### src/rtl/stage_memory.sv
// Memory stage: drives the data-memory handshake from the EX/MEM register and
// produces the MEM/WB register, stalling upstream while an access is outstanding.
module stage_memory #(
  parameter int TIMEOUT = 64
) (
  input  logic        clk,
  input  logic        reset,
  input  logic        wb_clear,
  input  logic        mem_reg_write,
  input  logic        mem_mem_write,
  input  logic [1:0]  mem_result_src,
  input  logic [31:0] mem_alu_result,
  input  logic [31:0] mem_write_data,
  input  logic [31:0] mem_pc_plus_4,
  input  logic [31:0] mem_imm_ext,
  input  logic [4:0]  mem_rd,
  output logic        dmem_req,
  output logic        dmem_we,
  output logic [31:0] dmem_addr,
  output logic [31:0] dmem_wdata,
  input  logic [31:0] dmem_rdata,
  input  logic        dmem_ack,
  output logic        mem_stall,
  output logic        mem_misaligned,
  output logic        mem_bus_error,
  output logic        wb_reg_write,
  output logic [4:0]  wb_rd,
  output logic [31:0] wb_result
);

  typedef enum logic {IDLE, WAIT} state_t;

  localparam logic [7:0] TIMEOUT_CNT = 8'(TIMEOUT);

  state_t      state;
  state_t      state_next;
  logic [7:0]  count;
  logic [7:0]  count_next;
  logic        access;
  logic        misaligned;
  logic        aligned_access;
  logic        timeout_hit;
  logic        bubble;

  function automatic logic [31:0] select_result(input logic [1:0]  src,
                                                input logic [31:0] alu,
                                                input logic [31:0] rdata,
                                                input logic [31:0] pc4,
                                                input logic [31:0] imm);
    logic [31:0] res;
    unique case (src)
      2'b00:   res = alu;
      2'b01:   res = rdata;
      2'b10:   res = pc4;
      default: res = imm;
    endcase
    return res;
  endfunction

  assign access         = mem_mem_write | (mem_result_src == 2'b01);
  assign misaligned     = access & (mem_alu_result[1:0] != 2'b00);
  assign aligned_access = access & ~misaligned;

  // Watchdog fires on the cycle the counter reaches TIMEOUT with no ack yet.
  assign timeout_hit = (state == WAIT) & aligned_access & ~dmem_ack &
                       (count == TIMEOUT_CNT);

  assign dmem_req       = aligned_access & reset;
  assign dmem_we        = mem_mem_write;
  assign dmem_addr      = mem_alu_result;
  assign dmem_wdata     = mem_write_data;
  assign mem_stall      = dmem_req & ~dmem_ack & ~timeout_hit;
  assign mem_misaligned = misaligned & reset;
  assign mem_bus_error  = timeout_hit & reset;

  assign bubble = mem_stall | timeout_hit | misaligned;

  always_comb begin
    state_next = state;
    count_next = count;
    unique case (state)
      IDLE: begin
        if (aligned_access && !dmem_ack) begin
          state_next = WAIT;
          count_next = 8'd1;
        end
      end
      WAIT: begin
        // Losing the access while waiting is treated like completion.
        if (!aligned_access || dmem_ack || timeout_hit) begin
          state_next = IDLE;
          count_next = 8'd0;
        end else begin
          count_next = count + 8'd1;
        end
      end
      default: begin
        state_next = IDLE;
        count_next = 8'd0;
      end
    endcase
  end

  always_ff @(posedge clk or negedge reset) begin
    if (!reset) begin
      state <= IDLE;
      count <= 8'd0;
    end else begin
      state <= state_next;
      count <= count_next;
    end
  end

  // MEM/WB register boundary
  always_ff @(posedge clk or negedge reset) begin
    if (!reset) begin
      wb_reg_write <= 1'b0;
      wb_rd        <= 5'd0;
      wb_result    <= 32'd0;
    end else if (wb_clear || bubble) begin
      wb_reg_write <= 1'b0;
      wb_rd        <= 5'd0;
      wb_result    <= 32'd0;
    end else begin
      wb_reg_write <= mem_reg_write;
      wb_rd        <= mem_rd;
      wb_result    <= select_result(mem_result_src, mem_alu_result, dmem_rdata,
                                    mem_pc_plus_4, mem_imm_ext);
    end
  end

endmodule

### config.mk
export PLATFORM = sky130hd
export DESIGN_NAME = stage_memory
export DESIGN_NICKNAME = d
export VERILOG_FILES = /design/src/rtl/stage_memory.sv
export SDC_FILE = /design/constraint.sdc
export NUM_CORES = 1
export LEC_CHECK = 0
export ABC_CLOCK_PERIOD_IN_PS = 4500
export CAP_MARGIN = 20
export CORE_AREA = 2 2 108 110
export CTS_CLUSTER_SIZE = 28
export DETAILED_ROUTE_END_ITERATION = 8
export DIE_AREA = 0 0 110 112
export GPL_TIMING_DRIVEN = 0
export HOLD_SLACK_MARGIN = 0.1
export PLACE_DENSITY_LB_ADDON = 0.15
export SLEW_MARGIN = 30
export SYNTH_ARGS = -nofsm -noshare
export SYNTH_HDL_FRONTEND = slang
export SYNTH_SLANG_ARGS = --single-unit
### constraint.sdc
create_clock -name clk -period 4.5 [get_ports clk]
set_clock_uncertainty 0.1 [all_clocks]
set_input_delay 0.9 -clock clk [delete_from_list [all_inputs] [get_ports clk]]
set_output_delay 0.9 -clock clk [all_outputs]
set_load 0.05 [all_outputs]
==> run summary <==
pin count of the biggest net entering global routing -> 52
Worst setup endpoint -> mem_bus_error
placed wire-length estimate -> 9330 µm
core area -> 0.0112 mm²
CTS Buf Count -> 5
post-route ant nets -> 0
startpoint types -> primary input
worst r2r path cells -> 8
GR Util All Layers -> 17.6%
Mapped Cells -> 259
DRC -> 0
vias in the first global route -> 3220
synth top area cells -> dfrtp_1 38%, mux4_2 23%, buf_4 16%
Post-Syn Area per Cell -> 12.1 µm²
fin crit period -> 4.06 ns
Final Hold Fails -> 0
IO Pins -> 280
Starting Density -> 27.9%
worst skew pair latency -> 0.28 ns
share of cells above drive strength 1 -> 23.4%
Syn-to-layout area delta -> 89.5%
Reg power frac -> 32.5%
Max Fclk -> 246 MHz
port bufs -> 245
total die area -> 0.0123 mm²
fin cells -> 657
Worst Hold Class -> reg -> reg
Filler cells -> 996
CTS tree -> done
FF+latch count, synth -> 47
Max-Cap Viols -> 0
clk slew on worst S/H paths -> 0.07 ns
fin. max-slew vios -> 0
number of synthesized flops with an enable pin -> 0
TritonCTS Sinks -> 47
root buffer cell -> clkbuf_16
GRT Residual Overflow -> 0
sequential-to-total area share from yosys stat -> 37.7%
Routed WL -> 11000 µm
flop-to-flop setup slack -> 2.49 ns
status -> completed
Clk pwr share -> 25.2%
CP startpoint -> mem_alu_result[0]
Internal -> 952 µW
first-pass GRT wire length -> 16500 µm
Setup-failing EPs final -> 0
Clock Path Buffers -> 2
async set or reset register ratio after synthesis -> 100%
Power Density -> 239 mW/mm²
Worst EP required -> 3.50 ns
Net Count, Synth -> 434
Yosys top cell by area -> dfrtp_1
Cells after DPL -> 648
Via density -> 4.50
Critical Path Sink Type -> output pin
dpl ws -> 0.468 ns
post_cts resized -> 0
Netlist cell types -> 37
Final WS setup -> 0.442 ns
Chip Width -> 110 µm
Post-synth top flop -> dfrtp_1
RSZ-0062 raised after global routing -> no
switch share -> 32.6%
FP Rows -> 39
DIE HEIGHT -> 112 µm
post-CTS setup repair buffer count -> 0
P_sw -> 460 µW
yosys warns -> 0
routability cong. -> 0.773
drt first pass iters -> 4
hold buffer count at CTS -> 0
Worst Tran Pin Value -> 0.615 ns
Crit Reg-Reg Endpoint -> wb_result[25]$_DFF_PN0_
initial antenna violation count -> 1
Worst EP arrival -> 3.06 ns
origin of the critical flop-to-flop path -> count[0]$_DFFE_PN0P_
Pleak -> 2.48 nW
routed via count -> 2954
synthesized area -> 0.00312 mm²
initial DRC count -> 105
maximum vdd ir drop -> 0.128 mV
Crit Path Class -> in -> out
worst rel slew slack -> 59.0%
maximum fanout along the worst path -> 6
htree depth -> 2
Total Nets Final -> 687
Yosys top cell area share -> 37.7%
Tcrit/Tclk final -> 90.2%
Combinational Power Share -> 42.3%
Wirelength per Cell -> 16.8 µm
==> routing by layer <==
layer | wire length (µm) | up-vias | global-route usage [%]
li1 | - | 1371 | -
met1 | 3710 | 1412 | 18.9
met2 | 6250 | 159 | 33.4
met3 | 926 | 12 | 4.45
met4 | 159 | 0 | 4.47
met5 | 0 | - | 0
==> how the worst min path moves through the flow <==
stage	cells after the start	end	startpoint	slack, ns
final	1	count[7]$_DFFE_PN0P_	count[7]$_DFFE_PN0P_	0.44
after detailed placement	1	count[7]$_DFFE_PN0P_	count[7]$_DFFE_PN0P_	0.43
after floorplan	1	count[7]$_DFFE_PN0P_	count[7]$_DFFE_PN0P_	0.40
after CTS	1	count[7]$_DFFE_PN0P_	count[7]$_DFFE_PN0P_	0.44
after global placement	1	count[7]$_DFFE_PN0P_	count[7]$_DFFE_PN0P_	0.43
after global routing	1	count[7]$_DFFE_PN0P_	count[7]$_DFFE_PN0P_	0.45
==> Yosys cell counts, types with 2 or more instances <==
cell type / instances
buf_6: 3
mux4_2: 32
nand4_1: 2
o32ai_1: 3
nor2_1: 12
ha_1: 2
nor2b_1: 33
nand3_1: 2
o21ai_0: 3
buf_2: 6
clkbuf_1: 3
nor3_1: 5
and3_1: 3
o21a_1: 2
dfrtp_1: 47
buf_4: 66
a21oi_1: 2
a22o_1: 3
inv_1: 11
a21o_1: 2
==> critical path, cell delays in order <==
cell and delay [ns]:
clkdlybuf4s50_1 0.51, nor3_1 0.33, o21a_1 0.30, and4_1 0.21, clkdlybuf4s50_1 0.80
==> cell type report <==
| class | count | area, µm² | share of cell area (%) |
|---|---|---|---|
| clock buffer | 7 | 133 | 2.24 |
| tap | 143 | 179 | 3.02 |
| inverter | 11 | 41.3 | 0.698 |
| clock inverter | 1 | 5.00 | 0.0845 |
| timing repair buffer | 246 | 2480 | 41.9 |
| multi-input combinational | 122 | 1330 | 22.5 |
| sequential | 47 | 1180 | 19.9 |
| antenna | 1 | 2.50 | 0.0423 |
| buffer | 79 | 574 | 9.70 |
==> placed cells by master, fill, tap and decap left out, types with 3 or more instances in the layout <==
cell             Yosys  layout
a22o_1               3       3
and3_1               3       3
buf_2                6       6
buf_4               66      67
buf_6                3       3
clkbuf_1             3       5
clkbuf_16            0       5
clkdlybuf4s50_1      0     244
dfrtp_1             47      47
inv_1               11      11
mux4_2              32      32
nor2_1              12      12
nor2b_1             33      33
nor3_1               5       5
o21ai_0              3       3
o32ai_1              3       3
==> through the flow <==
stage	power [mW]	hold WS, ns	util (%)	area, µm²	setup TNS [ns]
final	1.41	0.445	53.0	5920	0
after global routing	1.48	0.455	53.0	5920	0
after detailed placement	1.07	0.427	51.7	5780	0
after global placement	1.06	0.428	51.5	5750	-3.53
after CTS	1.43	0.443	53.0	5920	0
after floorplan	0.807	0.401	-	3120	0
==> power groups by stage <==
| stage | combinational, mW | sequential (mW) | clock [mW] |
|---|---|---|---|
| 4_1_cts | 0.605 | 0.459 | 0.368 |
| 3_5_place_dp | 0.602 | 0.467 | 0 |
| 2_1_floorplan | 0.271 | 0.536 | 0 |
| 3_3_place_gp | 0.593 | 0.466 | 0 |
| 6_report | 0.597 | 0.459 | 0.356 |
| 5_1_grt | 0.628 | 0.462 | 0.387 |
==> kinds of logic after synthesis <==
family | Yosys count | share of synthesized area, %
AOI/OAI and AO/OA | 23 | 6.33
muxes | 32 | 23.1
buffers and inverters | 90 | 19.7
adders and majority gates | 2 | 0.801
DFF | 47 | 37.7
and+or+nand+nor | 65 | 12.4
==> sequential cells by signal, summed over array words and instances, names as in the netlist <==
register	cells
state	1
wb_reg_write	1
count	8
wb_rd	5
wb_result	32
(Power assumes the default switching activity.)
==> edit 1 (same flow settings) <==
Put a register stage on the output `mem_bus_error`, with the module's reset. The value now appears one clock later. The other outputs are not delayed to match.
--- a/src/rtl/stage_memory.sv
+++ b/src/rtl/stage_memory.sv
@@ -71,7 +71,13 @@
   assign dmem_wdata     = mem_write_data;
   assign mem_stall      = dmem_req & ~dmem_ack & ~timeout_hit;
   assign mem_misaligned = misaligned & reset;
-  assign mem_bus_error  = timeout_hit & reset;
+  always_ff @(posedge clk or negedge reset) begin
+    if (!reset) begin
+      mem_bus_error <= '0;
+    end else begin
+      mem_bus_error <= timeout_hit & reset;
+    end
+  end
 
   assign bubble = mem_stall | timeout_hit | misaligned;
 
Formal check against the unedited RTL: no difference found for any inputs over 10 cycles, from zero or initial values and one cycle with reset low; that may be too few to reach the edited logic, so the function may still have changed.
==> edit 1 against the unedited design <==
- routed wire length shrank 4.8%
- utilization grew 0.17 points
- maximum frequency grew 1.3%
- worst setup slack gained 0.052 ns
- area after synthesis is essentially flat
- critical path type unchanged
- sequential cell count grew 1
- sequential power grew 2%
- sequential share of layout area grew 0.36 points
- total power grew 5.2%
- hold slack lost 0.056 ns
- design area grew 0.32%
- combinational power shrank 0.7%
==> edit 1: results (changes against the unedited design) <==
Synth cell types = 38 (+2.7%)
number of global-route vias before repair = 3069 (-4.7%)
placed insts = 644 (-0.62%)
fillers = 975 (-2.1%)
number of iterations in the first detailed-routing pass = 6 (+2)
vias = 2853 (-3.4%)
gpl congestion = 0.789 (+2.1%)
met3 WL = 1.01 mm (+9.5%)
routed metal-1 wirelength = 3.45 mm (-6.8%)
overall routing resource usage = 16.9% (-0.65 points)
r2r setup slk = 2.35 ns (-0.14 ns)
mean post-synth cell area = 12.2 µm² (+1.5%)
list of most frequent post-synthesis cells = buf_4 (65), dfrtp_1 (48), mux4_2 (32)
Least-Margin Pin Slew = 0.614 ns (-0.000633 ns)
Layout Nets = 683 (-0.58%)
Post-Route WL = 10.5 mm (-4.8%)
CP startpoint = mem_alu_result[1]
status = finished clean
1st-iter DRT viols = 83 (-21%)
first-pass GRT wire length = 16.1 mm (-2.3%)
hpwl dp = 8.94 mm (-4.2%)
WP data arrival = 3.01 ns (-0.05 ns)
largest net degree at the start of global routing = 32 (-38%)
leak pwr = 2.49 nW (+0.54%)
Placed Instance Area = 5770 µm² (-0.15%)
antenna diode count = 0 (-1)
syn_nets = 430 (-0.92%)
wire per inst = 16.1 µm (-4.1%)
min-delay worst type = primary input to async pin
VDD IR max = 0.128 mV (-0.29%)
number of antenna violations at the first check in global routing = 0 (-1)
register area share after synthesis = 38.5% (+0.82 points)
[edit 1: cell types whose count changed in the layout (fill, tap and decap cells not counted), moves of 2 or more]
cell | before | now
nor2b_1 | 33 | 21
nand2_1 | 1 | 3
nor2b_2 | 0 | 12
o32ai_1 | 3 | 1
nor3_1 | 5 | 3
and3_1 | 3 | 1
clkbuf_1 | 5 | 3
[edit 1: layout make-up]
class / instances / area, µm² / area share (%)
buffer: 78 / 574 / 9.67
clock buffer: 5 / 125 / 2.11
tap: 143 / 179 / 3.01
inverter: 10 / 37.5 / 0.632
multi-input combinational: 119 / 1310 / 22.0
clock inverter: 3 / 42.5 / 0.716
timing repair buffer: 246 / 2470 / 41.6
sequential: 48 / 1200 / 20.2
[edit 1: cells by family after synthesis]
kind of cell / count (synthesis) / synth area share [%]
buffers and inverters: 88 / 19.6
AO/OA/AOI/OAI: 21 / 5.25
flip-flops: 48 / 38.5
XOR/XNOR: 1 / 0.281
adder cells (fa/ha/maj): 2 / 0.801
AND/OR/NAND/NOR: 63 / 12.5
multiplexers: 32 / 23.1
[edit 1: per-stage QoR]
step	setup WS [ns]	utilization (%)	hold slack, ns	power [mW]	TNS [ns]
after floorplan	1.14	-	0.382	0.817	0
after global routing	0.312	53.1	0.404	1.55	0
final	0.494	53.1	0.389	1.49	0
after global placement	-1.08	51.5	0.410	1.07	-2.92
after detailed placement	0.516	51.6	0.431	1.08	0
after CTS	0.507	53.1	0.401	1.51	0
[edit 1: critical path: stages]
cell and delay [ns]:
clkdlybuf4s50_1 0.50, nor2_1 0.25, o211a_1 0.29, nand2_1 0.09, a21oi_1 0.15, clkdlybuf4s50_1 0.82
[edit 1: path summary, 6_finish.rpt]
kind	to	cells after the start
max in group asynchronous	wb_result[27]	2
setup / recovery	mem_stall	6
hold reg to reg	count[7]	1
hold / removal	count[5]	1
min in group clk	count[7]	1
setup reg to reg	wb_result[18]	9
[edit 1: power breakdown]
group / internal [mW] / total (mW) / switching (mW)
registers: 0.456 / 0.469 / 0.0131
clock network: 0.261 / 0.423 / 0.162
logic: 0.300 / 0.593 / 0.293
total: 1.02 / 1.49 / 0.468
[edit 1: per-layer routing]
layer	up-vias	global-route usage, %
met5	-	0
met2	143	32.3
li1	1340	-
met3	11	4.45
met1	1359	17.8
met4	0	4.73
==> edit 2 (config.mk and constraints unchanged) <==
Made on the original files. Change the parameter `TIMEOUT` from 64 to 48.
--- a/src/rtl/stage_memory.sv
+++ b/src/rtl/stage_memory.sv
@@ -1,7 +1,7 @@
 // Memory stage: drives the data-memory handshake from the EX/MEM register and
 // produces the MEM/WB register, stalling upstream while an access is outstanding.
 module stage_memory #(
-  parameter int TIMEOUT = 64
+  parameter int TIMEOUT = 48
 ) (
   input  logic        clk,
   input  logic        reset,
Check against the original RTL: no difference found for any inputs over 10 cycles, from zero or initial values and one cycle with reset low; that may be too few to reach the edited logic, so the function may still have changed.
==> edit 2 against the unedited design <==
- register-to-register slack improved by 0.08 ns
- non-clock buffer count rose by 4
- worst setup slack worse by 0.24 ns
- sequential cell count did not move
- design area grew 1.2%
- largest cell class unchanged
- highest routed layer unchanged
- area after synthesis rose by 1.2%
- total power grew 4.6%
- routed wire length grew 4.7%
==> edit 2: results (changes against the unedited design) <==
status = finished clean
first-pass GRT wire length = 17.6 mm (+7.2%)
mean post-synth cell area = 12.4 µm² (+2.8%)
list of most frequent post-synthesis cells = buf_4 (69), dfrtp_1 (47), nor3b_1 (39)
gpl congestion = 0.806 (+4.3%)
Layout Nets = 683 (-0.58%)
register area share after synthesis = 37.2% (-0.45 points)
biggest regs = wb_result x32, count x8, wb_rd x5
number of iterations in the first detailed-routing pass = 4 (unchanged)
Clock Tree Root = clkbuf_16
Switching Fraction = 31.3% (-1.3 points)
Reg clk slew, reported paths = 0.06 ns
fillers = 983 (-1.3%)
syn_nets = 430 (-0.92%)
r2r setup slk = 2.57 ns (+0.08 ns)
routed metal-1 wirelength = 4.08 mm (+10%)
Inserted Clock Buffers = 5 (unchanged)
Post-Route WL = 11.6 mm (+4.7%)
antenna diode count = 0 (-1)
reg2reg path depth = 5 (-3)
Worst Path Max Fanout = 10 (+4)
r2r endpoint = count[5]
number of antenna violations at the first check in global routing = 0 (-1)
largest net degree at the start of global routing = 51 (-1.9%)
WP data arrival = 3.30 ns (+0.24 ns)
worst r2r src = count[2]
min-delay worst type = register to register
Post-synth ARST share = 100% (unchanged)
WHS Endpoint = count[1]
number of global-route vias before repair = 3223 (+0.093%)
H-tree Lvls = 2 (unchanged)
1st-iter DRT viols = 76 (-28%)
ranking of synthesized cells by area = dfrtp_1 (37%), mux4_2 (23%), buf_4 (16%)
Hold Crit Start = count[1]
layout cell share with drive strength beyond 1 = 23.6% (+0.18 points)
Max Buffers Root-to-Sink = 2 (unchanged)
post-route ant nets = 0 (unchanged)
Skew-Pair Late Insertion Delay = 0.28 ns (about the same)
VDD IR max = 0.151 mV (+18%)
hpwl dp = 9.66 mm (+3.5%)
metal2 WL = 6.34 mm (+1.5%)
routed vias/inst = 4.48 (-0.32%)
Ys Warns = 0 (unchanged)
met3 WL = 1.03 mm (+11%)
final non-filler cell total = 652 (-0.76%)
placed insts = 644 (-0.62%)
highest routed layer = met4
final hold viol count = 0 (unchanged)
PortBufs = 245 (unchanged)
post-CTS setup buffer count = 0 (unchanged)
Placed Instance Area = 5820 µm² (+0.65%)
overall routing resource usage = 19.1% (+1.5 points)
Rel. slew slack = 58.0% (-1.0 points)
Hold Path Depth = 1 (unchanged)
leak pwr = 2.47 nW (-0.41%)
Post-synth top flop = dfrtp_1
Synth cell types = 32 (-14%)
==> edit 2: cell types whose count changed in the layout (fill, tap and decap cells not counted), moves of 2 or more <==
cell,unedited run,this run
a21oi_1,2,0
and2_1,0,3
and3_1,3,1
buf_2,6,4
buf_4,67,70
clkbuf_1,5,8
inv_1,11,4
nand2_1,1,5
nor2_1,12,4
nor2b_1,33,2
nor3b_1,1,39
nor4_1,0,4
==> edit 2: what timing repair did <==
item                       4_1_cts  5_1_grt
setup endpoints to repair        0        1
hold buffers                     0        0
resized for setup                0        1
hold endpoints to repair         0        0
==> edit 2: area by class of cell <==
class	count	area (µm²)	share of cell area, %
clock inverters	2	35.0	0.585
multi-input cells	121	1380	23.0
well taps	143	179	2.99
clock buffers	6	139	2.32
inverters	4	15.0	0.251
plain buffers	83	591	9.85
repair buffers	246	2480	41.4
flip-flops and latches	47	1180	19.6
==> edit 2: how the worst max path moves through the flow <==
stage	start	endpoint	cells after the start
3_3_place_gp	reset	mem_stall	4
6_report	mem_alu_result[0]	mem_stall	7
5_1_grt	mem_alu_result[0]	mem_stall	7
3_5_place_dp	mem_alu_result[0]	mem_bus_error	7
2_1_floorplan	mem_result_src[0]	mem_stall	7
4_1_cts	mem_alu_result[0]	mem_bus_error	7
==> edit 2: logic make-up after synthesis <==
kind of cell / share of synthesized area [%]
AND/OR/NAND/NOR: 15.3
adder cells (fa/ha/maj): 0.792
XOR/XNOR: 0.277
flip-flops: 37.2
AO/OA/AOI/OAI: 4.47
buffers and inverters: 19.2
multiplexers: 22.8
==> edit 2: worst max-delay path, stage by stage <==
cell	delay, ns
clkdlybuf4s50_1	0.57
a2111oi_4	0.56
and3_1	0.24
buf_4	0.14
buf_6	0.14
nor3b_1	0.06
clkdlybuf4s50_1	0.69
==> edit 2: power groups by stage <==
stage | clock network (mW) | logic [mW] | registers, mW
CTS | 0.449 | 0.592 | 0.454
global route | 0.466 | 0.615 | 0.456
floorplan | 0 | 0.260 | 0.532
finish | 0.438 | 0.586 | 0.454
detailed placement | 0 | 0.590 | 0.462
global placement | 0 | 0.584 | 0.462
==> edit 2: layer usage <==
layer	track usage, %	vias up
met5	0	-
met4	3.54	0
met3	6.56	10
met2	34.8	137
met1	21.4	1392
li1	-	1383
==> edit 2: metrics by stage <==
step / setup slack [ns] / util (%) / hold slack, ns / power, mW
global route: 0.0989 / 53.6 / 0.498 / 1.54
CTS: 0.0331 / 53.6 / 0.478 / 1.50
floorplan: 0.688 / - / 0.425 / 0.791
detailed placement: 0.0524 / 52.1 / 0.452 / 1.05
global placement: -0.814 / 51.8 / 0.453 / 1.05
finish: 0.201 / 53.6 / 0.471 / 1.48
